<file path="src/rtl/block_ram_pingpong_ctrl_if.sv">
`default_nettype none
// ============================================================================
// Module   : block_ram_pingpong_ctrl_if
// Purpose  : Producer/consumer bundle for the ping-pong bank controller.
//            master = producer/consumer side, slave = controller side.
// Signals  : wr_valid/wr_ready/wr_data/wr_last   streaming producer
//            rd_bank_ready/rd_word_count          bank ownership status
//            rd_en/rd_addr/rd_data/rd_data_valid  random-access reads
//            rd_done                              consumer bank release
// Revision : 1.0 - initial release
// ============================================================================
interface block_ram_pingpong_ctrl_if #(
  parameter int DATA_WIDTH = 32,
  parameter int BANK_DEPTH = 1024
);
  localparam int AW = $clog2(BANK_DEPTH);

  logic                  wr_valid;
  logic                  wr_ready;
  logic [DATA_WIDTH-1:0] wr_data;
  logic                  wr_last;
  logic                  rd_bank_ready;
  logic [AW:0]           rd_word_count;
  logic                  rd_en;
  logic [AW-1:0]         rd_addr;
  logic [DATA_WIDTH-1:0] rd_data;
  logic                  rd_data_valid;
  logic                  rd_done;

  modport master (
    output wr_valid, wr_data, wr_last, rd_en, rd_addr, rd_done,
    input  wr_ready, rd_bank_ready, rd_word_count, rd_data, rd_data_valid
  );

  modport slave (
    input  wr_valid, wr_data, wr_last, rd_en, rd_addr, rd_done,
    output wr_ready, rd_bank_ready, rd_word_count, rd_data, rd_data_valid
  );
endinterface
`default_nettype wire

</file>
<file path="src/rtl/block_ram_pingpong_ctrl.sv">
`default_nettype none
// ============================================================================
// Module   : block_ram_pingpong_ctrl
// Purpose  : Splits one dual-port block RAM (2*BANK_DEPTH words) into two
//            banks. A streaming producer fills one bank through RAM port A
//            while a random-access consumer reads the other through port B.
//            Ownership moves only on bank completion (producer) and rd_done
//            (consumer).
// Ports    : clk, rst_n            clock, async active-low reset
//            bus (slave)           producer/consumer handshakes
//            ram_*_a               RAM port A (write only)
//            ram_*_b               RAM port B (read only)
// Revision : 1.0 - initial release
// ============================================================================
module block_ram_pingpong_ctrl #(
  parameter int DATA_WIDTH = 32,
  parameter int BANK_DEPTH = 1024
) (
  input  wire                               clk,
  input  wire                               rst_n,
  block_ram_pingpong_ctrl_if.slave          bus,
  output logic [$clog2(BANK_DEPTH):0]       ram_addr_a,
  output logic [$clog2(BANK_DEPTH):0]       ram_addr_b,
  output logic [DATA_WIDTH-1:0]             ram_wr_data_a,
  output logic                              ram_wr_en_a,
  output logic                              ram_rd_en_a,
  output logic                              ram_wr_en_b,
  output logic [DATA_WIDTH-1:0]             ram_wr_data_b,
  output logic                              ram_rd_en_b,
  input  wire  [DATA_WIDTH-1:0]             ram_rd_data_b
);

  localparam int            AW       = $clog2(BANK_DEPTH);
  localparam logic [AW-1:0] LAST_PTR = AW'(BANK_DEPTH - 1);

  // State
  logic [1:0]    full_q, full_d;
  logic          wr_bank_q, wr_bank_d;
  logic [AW-1:0] wr_ptr_q, wr_ptr_d;
  logic          rd_bank_q, rd_bank_d;
  logic [AW:0]   cnt0_q, cnt0_d;
  logic [AW:0]   cnt1_q, cnt1_d;
  logic          rd_data_valid_q, rd_data_valid_d;

  // Handshake decode
  logic        wr_ready;
  logic        wr_accept;
  logic        wr_complete;
  logic        rd_bank_ready;
  logic        rd_accept;
  logic        rd_release;
  logic [AW:0] fill_count;

  // Gating with rst_n keeps wr_ready low for the whole reset window.
  assign wr_ready      = rst_n & ~full_q[wr_bank_q];
  assign wr_accept     = bus.wr_valid & wr_ready;
  // A bank closes on wr_last or when its final word is written.
  assign wr_complete   = wr_accept & (bus.wr_last | (wr_ptr_q == LAST_PTR));
  assign fill_count    = {1'b0, wr_ptr_q} + {{AW{1'b0}}, 1'b1};

  assign rd_bank_ready = full_q[rd_bank_q];
  assign rd_accept     = bus.rd_en & rd_bank_ready;
  assign rd_release    = bus.rd_done & rd_bank_ready;

  // Producer / RAM port A
  assign bus.wr_ready  = wr_ready;
  assign ram_addr_a    = {wr_bank_q, wr_ptr_q};
  assign ram_wr_data_a = bus.wr_data;
  assign ram_wr_en_a   = wr_accept;
  assign ram_rd_en_a   = 1'b0;

  // Consumer / RAM port B
  assign ram_addr_b    = {rd_bank_q, bus.rd_addr};
  assign ram_rd_en_b   = rd_accept;
  assign ram_wr_en_b   = 1'b0;
  assign ram_wr_data_b = '0;

  assign bus.rd_bank_ready = rd_bank_ready;
  assign bus.rd_word_count = rd_bank_ready ? (rd_bank_q ? cnt1_q : cnt0_q) : '0;
  assign bus.rd_data       = ram_rd_data_b;
  assign bus.rd_data_valid = rd_data_valid_q;

  always_comb begin
    full_d          = full_q;
    wr_bank_d       = wr_bank_q;
    wr_ptr_d        = wr_ptr_q;
    rd_bank_d       = rd_bank_q;
    cnt0_d          = cnt0_q;
    cnt1_d          = cnt1_q;
    rd_data_valid_d = rd_accept;

    if (wr_complete) begin
      full_d[wr_bank_q] = 1'b1;
      if (wr_bank_q) cnt1_d = fill_count;
      else           cnt0_d = fill_count;
      wr_bank_d = ~wr_bank_q;
      wr_ptr_d  = '0;
    end else if (wr_accept) begin
      wr_ptr_d = wr_ptr_q + 1'b1;
    end

    // The completing bank is never the released one (it was not full), so
    // both updates can land on the same edge without conflict.
    if (rd_release) begin
      full_d[rd_bank_q] = 1'b0;
      rd_bank_d         = ~rd_bank_q;
    end
  end

  always_ff @(posedge clk or negedge rst_n) begin
    if (!rst_n) begin
      full_q          <= '0;
      wr_bank_q       <= 1'b0;
      wr_ptr_q        <= '0;
      rd_bank_q       <= 1'b0;
      cnt0_q          <= '0;
      cnt1_q          <= '0;
      rd_data_valid_q <= 1'b0;
    end else begin
      full_q          <= full_d;
      wr_bank_q       <= wr_bank_d;
      wr_ptr_q        <= wr_ptr_d;
      rd_bank_q       <= rd_bank_d;
      cnt0_q          <= cnt0_d;
      cnt1_q          <= cnt1_d;
      rd_data_valid_q <= rd_data_valid_d;
    end
  end

endmodule
`default_nettype wire

</file>
<file path="src/flat_wrapper.sv">
// flat-port wrapper written by rule: the top's interface ports become plain ports
module block_ram_pingpong_ctrl_flat 
#(
  parameter int DATA_WIDTH = 32,
  parameter int BANK_DEPTH = 1024
)
  (clk, rst_n, ram_addr_a, ram_addr_b, ram_wr_data_a, ram_wr_en_a, ram_rd_en_a, ram_wr_en_b, ram_wr_data_b, ram_rd_en_b, ram_rd_data_b, bus_wr_valid, bus_wr_data, bus_wr_last, bus_rd_en, bus_rd_addr, bus_rd_done, bus_wr_ready, bus_rd_bank_ready, bus_rd_word_count, bus_rd_data, bus_rd_data_valid);
  block_ram_pingpong_ctrl_if #(.DATA_WIDTH(DATA_WIDTH), .BANK_DEPTH(BANK_DEPTH)) bus_i ();
  input  wire clk;
  input  wire rst_n;
  output logic [$clog2(BANK_DEPTH):0] ram_addr_a;
  output logic [$clog2(BANK_DEPTH):0] ram_addr_b;
  output logic [DATA_WIDTH-1:0] ram_wr_data_a;
  output logic ram_wr_en_a;
  output logic ram_rd_en_a;
  output logic ram_wr_en_b;
  output logic [DATA_WIDTH-1:0] ram_wr_data_b;
  output logic ram_rd_en_b;
  input  wire  [DATA_WIDTH-1:0] ram_rd_data_b;
  input wire logic [$bits(bus_i.wr_valid)-1:0] bus_wr_valid;
  input wire logic [$bits(bus_i.wr_data)-1:0] bus_wr_data;
  input wire logic [$bits(bus_i.wr_last)-1:0] bus_wr_last;
  input wire logic [$bits(bus_i.rd_en)-1:0] bus_rd_en;
  input wire logic [$bits(bus_i.rd_addr)-1:0] bus_rd_addr;
  input wire logic [$bits(bus_i.rd_done)-1:0] bus_rd_done;
  output wire logic [$bits(bus_i.wr_ready)-1:0] bus_wr_ready;
  output wire logic [$bits(bus_i.rd_bank_ready)-1:0] bus_rd_bank_ready;
  output wire logic [$bits(bus_i.rd_word_count)-1:0] bus_rd_word_count;
  output wire logic [$bits(bus_i.rd_data)-1:0] bus_rd_data;
  output wire logic [$bits(bus_i.rd_data_valid)-1:0] bus_rd_data_valid;
  assign bus_i.wr_valid = bus_wr_valid;
  assign bus_i.wr_data = bus_wr_data;
  assign bus_i.wr_last = bus_wr_last;
  assign bus_i.rd_en = bus_rd_en;
  assign bus_i.rd_addr = bus_rd_addr;
  assign bus_i.rd_done = bus_rd_done;
  assign bus_wr_ready = bus_i.wr_ready;
  assign bus_rd_bank_ready = bus_i.rd_bank_ready;
  assign bus_rd_word_count = bus_i.rd_word_count;
  assign bus_rd_data = bus_i.rd_data;
  assign bus_rd_data_valid = bus_i.rd_data_valid;
  block_ram_pingpong_ctrl #(.DATA_WIDTH(DATA_WIDTH), .BANK_DEPTH(BANK_DEPTH)) u_core (.clk(clk), .rst_n(rst_n), .bus(bus_i), .ram_addr_a(ram_addr_a), .ram_addr_b(ram_addr_b), .ram_wr_data_a(ram_wr_data_a), .ram_wr_en_a(ram_wr_en_a), .ram_rd_en_a(ram_rd_en_a), .ram_wr_en_b(ram_wr_en_b), .ram_wr_data_b(ram_wr_data_b), .ram_rd_en_b(ram_rd_en_b), .ram_rd_data_b(ram_rd_data_b));
endmodule
</file>
<file path="config.mk">
export PLATFORM = sky130hd
export DESIGN_NAME = block_ram_pingpong_ctrl_flat
export DESIGN_NICKNAME = d
export VERILOG_FILES = /design/src/rtl/block_ram_pingpong_ctrl_if.sv /design/src/rtl/block_ram_pingpong_ctrl.sv /design/src/flat_wrapper.sv
export SDC_FILE = /design/constraint.sdc
export NUM_CORES = 1
export LEC_CHECK = 0
export CAP_MARGIN = 20
export CORE_UTILIZATION = 31
export CTS_BUF_LIST = sky130_fd_sc_hd__clkbuf_4
export CTS_CLUSTER_SIZE = 12
export DETAILED_ROUTE_END_ITERATION = 8
export GPL_TIMING_DRIVEN = 1
export HOLD_SLACK_MARGIN = 0.15
export PLACE_DENSITY = 0.8
export SLEW_MARGIN = 5
export SYNTH_ARGS = -nofsm -noshare
export SYNTH_HDL_FRONTEND = slang
export SYNTH_SLANG_ARGS = --single-unit
export TNS_END_PERCENT = 100
</file>
<file path="constraint.sdc">
create_clock -name clk -period 1.9 [get_ports clk]
set_clock_uncertainty 0.05 [all_clocks]
set_input_delay 0.38 -clock clk [delete_from_list [all_inputs] [get_ports clk]]
set_output_delay 0.38 -clock clk [all_outputs]
set_load 0.01 [all_outputs]
</file>
==> impl_metrics.py <==
metrics = {
    "run_status": {
        "outcome": "complete, but fails checks",
        "violations": "setup timing",
    },
    "drt": {
        "drc": 0,
        "post_drt_wl_per_cell_um": 14.2,
        "vias": 1625,
        "drtIter0Drc": 63,
        "ant_nets": 0,
        "via_per_inst": 4.37,
        "drt_wl_total_um": 5280,
        "drt-pass1-iter-count": 4,
    },
    "pwr": {
        "ir_drop_uv": 331,
        "p_leak_nw": 1.53,
        "power.total_w": 0.00263,
        "cellPowerDensity_nw_per_um2": 886,
    },
    "layout": {
        "fin_nets": 347,
        "areaGrowthSynthToFinish_pct": 10.6,
        "fin_cells": 372,
        "num_antenna_cells": 0,
        "layout-drive-gt1-share_pct": 41.9,
    },
    "placed_design": {
        "dp_cells": 344,
        "place_congestion": 0.819,
        "portBuffers": 33,
        "dp_hpwl_um": 3620,
        "pre_cts_ws_ns": -0.197,
    },
    "global_route": {
        "grt_max_degree": 33,
        "gr-total-overflow": 0,
        "grt_use_total_pct": 12.3,
        "grt_first_pass_wirelength_um": 8360,
        "antenna_found_initial": 0,
        "first_global_vias": 1599,
    },
    "clock_network": {
        "tritoncts": "built",
        "cts_max_level": 2,
        "clock_sink_count": 37,
        "cts_buffer_depth": 2,
        "clock_latency_ns": 0.36,
        "clk_pin_slew_ns": 0.12,
        "cts_made_buffers": 5,
        "clock-root-buffer": "clkbuf_4",
    },
    "floorplanning": {
        "dieArea_um2": 9020,
        "die_h_um": 95.0,
        "row_count": 33,
        "die_width_um": 95.0,
        "coreArea_um2": 8300,
        "ioPinCount": 216,
        "initial_core_util_pct": 32.3,
    },
    "critical_path": {
        "startpoint": "u_core.rd_bank_q",
        "crit_chain": "mux2i_2 > buf_4 > buf_12 > buf_6 > nor2_1 > buf_2",
        "max_stage_delay_ns": 0.41,
        "cp.arrival_ns": 1.57,
        "slowest_stage": "dfrtp_1",
        "end_kind": "output port",
        "start_kind": "flop",
        "required_ns": 1.47,
        "crit_type": "reg2out",
        "r2r-start": "u_core.full_q[0]",
        "cp_max_fo": 3,
    },
    "timing": {
        "setup_slack_ns": -0.0987,
        "rsz0062_at_grt": "true",
        "period_needed_ns": 2.00,
        "hold_viol_final": 0,
        "final-max-slew-violation-count": 0,
        "max_freq_mhz": 500,
        "period_share_pct": 105,
        "finalSetupViolations": 18,
    },
    "yosys": {
        "synth_cell_type_count": 41,
        "ys.flop_type": "dfrtp_1",
        "synth-edff-count": 0,
        "ys_seq_area_share_pct": 34.6,
        "synth_area_um2": 2680,
        "async_reset_ff_share_pct": 100,
        "yosysWarningCount": 0,
        "synth_area_per_cell_um2": 10.2,
        "syn-instance-count": 263,
        "synth-seq-cells": 37,
    },
    "flow_run": {
        "cap_viol_max_count": 0,
    },
    "worst_hold_path": {
        "hold_class": "in2async",
    },
}
==> worst paths after layout <==
check                           slack [ns]  cells after the start              endpoint
worst max-delay path                  -0.1                      6  bus_rd_word_count[4]
worst min-delay path                  0.40                      2      u_core.full_q[0]
worst max register to register       -0.05                      7      u_core.cnt1_q[6]
worst min register to register        0.46                      1      u_core.cnt0_q[5]
max in group asynchronous             0.86                      3    u_core.wr_ptr_q[9]
min in group clk                      0.46                      1      u_core.cnt0_q[5]
==> per-layer routing <==
layer	track usage [%]	wire [um]	vias to the layer above
met5	0	0	-
li1	-	-	739
met1	15.6	2300	799
met3	2.58	323	21
met2	19.3	2530	66
met4	7.32	128	0
==> cells in the mapped netlist, types with 2 or more instances <==
library cell / instances / share of area (%)
mux2i_1: 15 / 5.6
o21ai_0: 7 / 1.3
nand3_1: 4 / 0.75
dfrtp_1: 37 / 35
nand2_1: 6 / 0.84
or3_1: 2 / 0.47
buf_4: 111 / 31
clkbuf_1: 3 / 0.42
mux2_2: 12 / 5.0
inv_1: 5 / 0.70
nor2_1: 14 / 2.0
mux2_4: 7 / 3.9
a21oi_1: 2 / 0.37
xnor2_1: 7 / 2.3
a22o_1: 5 / 1.6
==> metrics by stage <==
stage          instance area (um^2)  utilization, %  TNS [ns]  hold slack [ns]
2_1_floorplan                  2820               -     -1.85           0.0344
3_3_place_gp                   2630            31.6     -2.69            0.175
4_1_cts                        2820            33.9    -0.694            0.400
6_report                       2960            35.7    -0.882            0.402
3_5_place_dp                   2630            31.6     -3.52            0.177
5_1_grt                        2960            35.7     -2.52            0.414
==> critical path, delay by kind of cell, from the launching register on <==
| family | cells | cell delay [ns] |
|---|---|---|
| DFF | 1 | 0.41 |
| muxes | 1 | 0.27 |
| and+or+nand+nor | 1 | 0.03 |
| buffers and inverters | 4 | 0.49 |
==> cells by family (layout without fill, tap and decap cells) <==
kind of cell / after synthesis / count (layout) / share of synthesized area, %
AO/OA/AOI/OAI: 21 / 21 / 6.17
other: 1 / 34 / 0.140
flip-flops: 37 / 37 / 34.6
adder cells (fa/ha/maj): 1 / 1 / 0.467
multiplexers: 35 / 35 / 15.0
buffers and inverters: 123 / 94 / 33.7
XOR/XNOR: 8 / 8 / 2.62
AND/OR/NAND/NOR: 37 / 37 / 7.33
==> cell usage in the layout (no fill, tap or decap), types with 2 or more instances in the layout <==
cell	n
inv_1	4
a22o_1	5
dlygate4sd3_1	2
nand3_1	4
nand2_1	6
xnor2_1	7
mux2_4	17
dlymetal6s2s_1	2
and4_4	2
buf_12	4
clkbuf_4	5
buf_6	12
mux2_2	3
conb_1	34
mux2i_1	12
mux2i_2	2
dfrtp_1	34
clkinv_1	2
dfrtp_2	3
clkdlybuf4s50_1	14
a21oi_1	2
o21ai_0	6
nor2_1	9
buf_4	30
buf_2	14
or3_4	2
nor2_2	5
==> sequential cells by signal (all words and copies together), names as in the netlist <==
name                      flops
u_core.full_q                 2
u_core.wr_bank_q              1
u_core.cnt1_q                11
u_core.bus.rd_data_valid      1
u_core.wr_ptr_q              10
u_core.rd_bank_q              1
u_core.cnt0_q                11
==> area by class of cell <==
type / instances / area (um^2)
clock buffers: 5 / 37.5
flip-flops and latches: 37 / 930
inverters: 5 / 18.8
multi-input cells: 136 / 1100
fillers: 803 / 5340
clock inverters: 3 / 12.5
repair buffers: 81 / 729
well taps: 105 / 131
==> report_power, final <==
group,total (W),switching (W),internal [W]
Sequential,0.00101,0.000101,0.000909
Clock,0.000408,0.000274,0.000134
Combinational,0.00121,0.000513,0.000695
==> repair_timing <==
item | 4_1_cts | 5_1_grt
gates cloned | 1 | 0
pin swaps | 5 | 4
setup endpoints to repair | 39 | 43
hold buffers | 2 | 0
hold endpoints to repair | 5 | 0
resized for setup | 81 | 27
buffers inserted | 13 | 6
No activity file was read; power rests on OpenSTA's default activity.
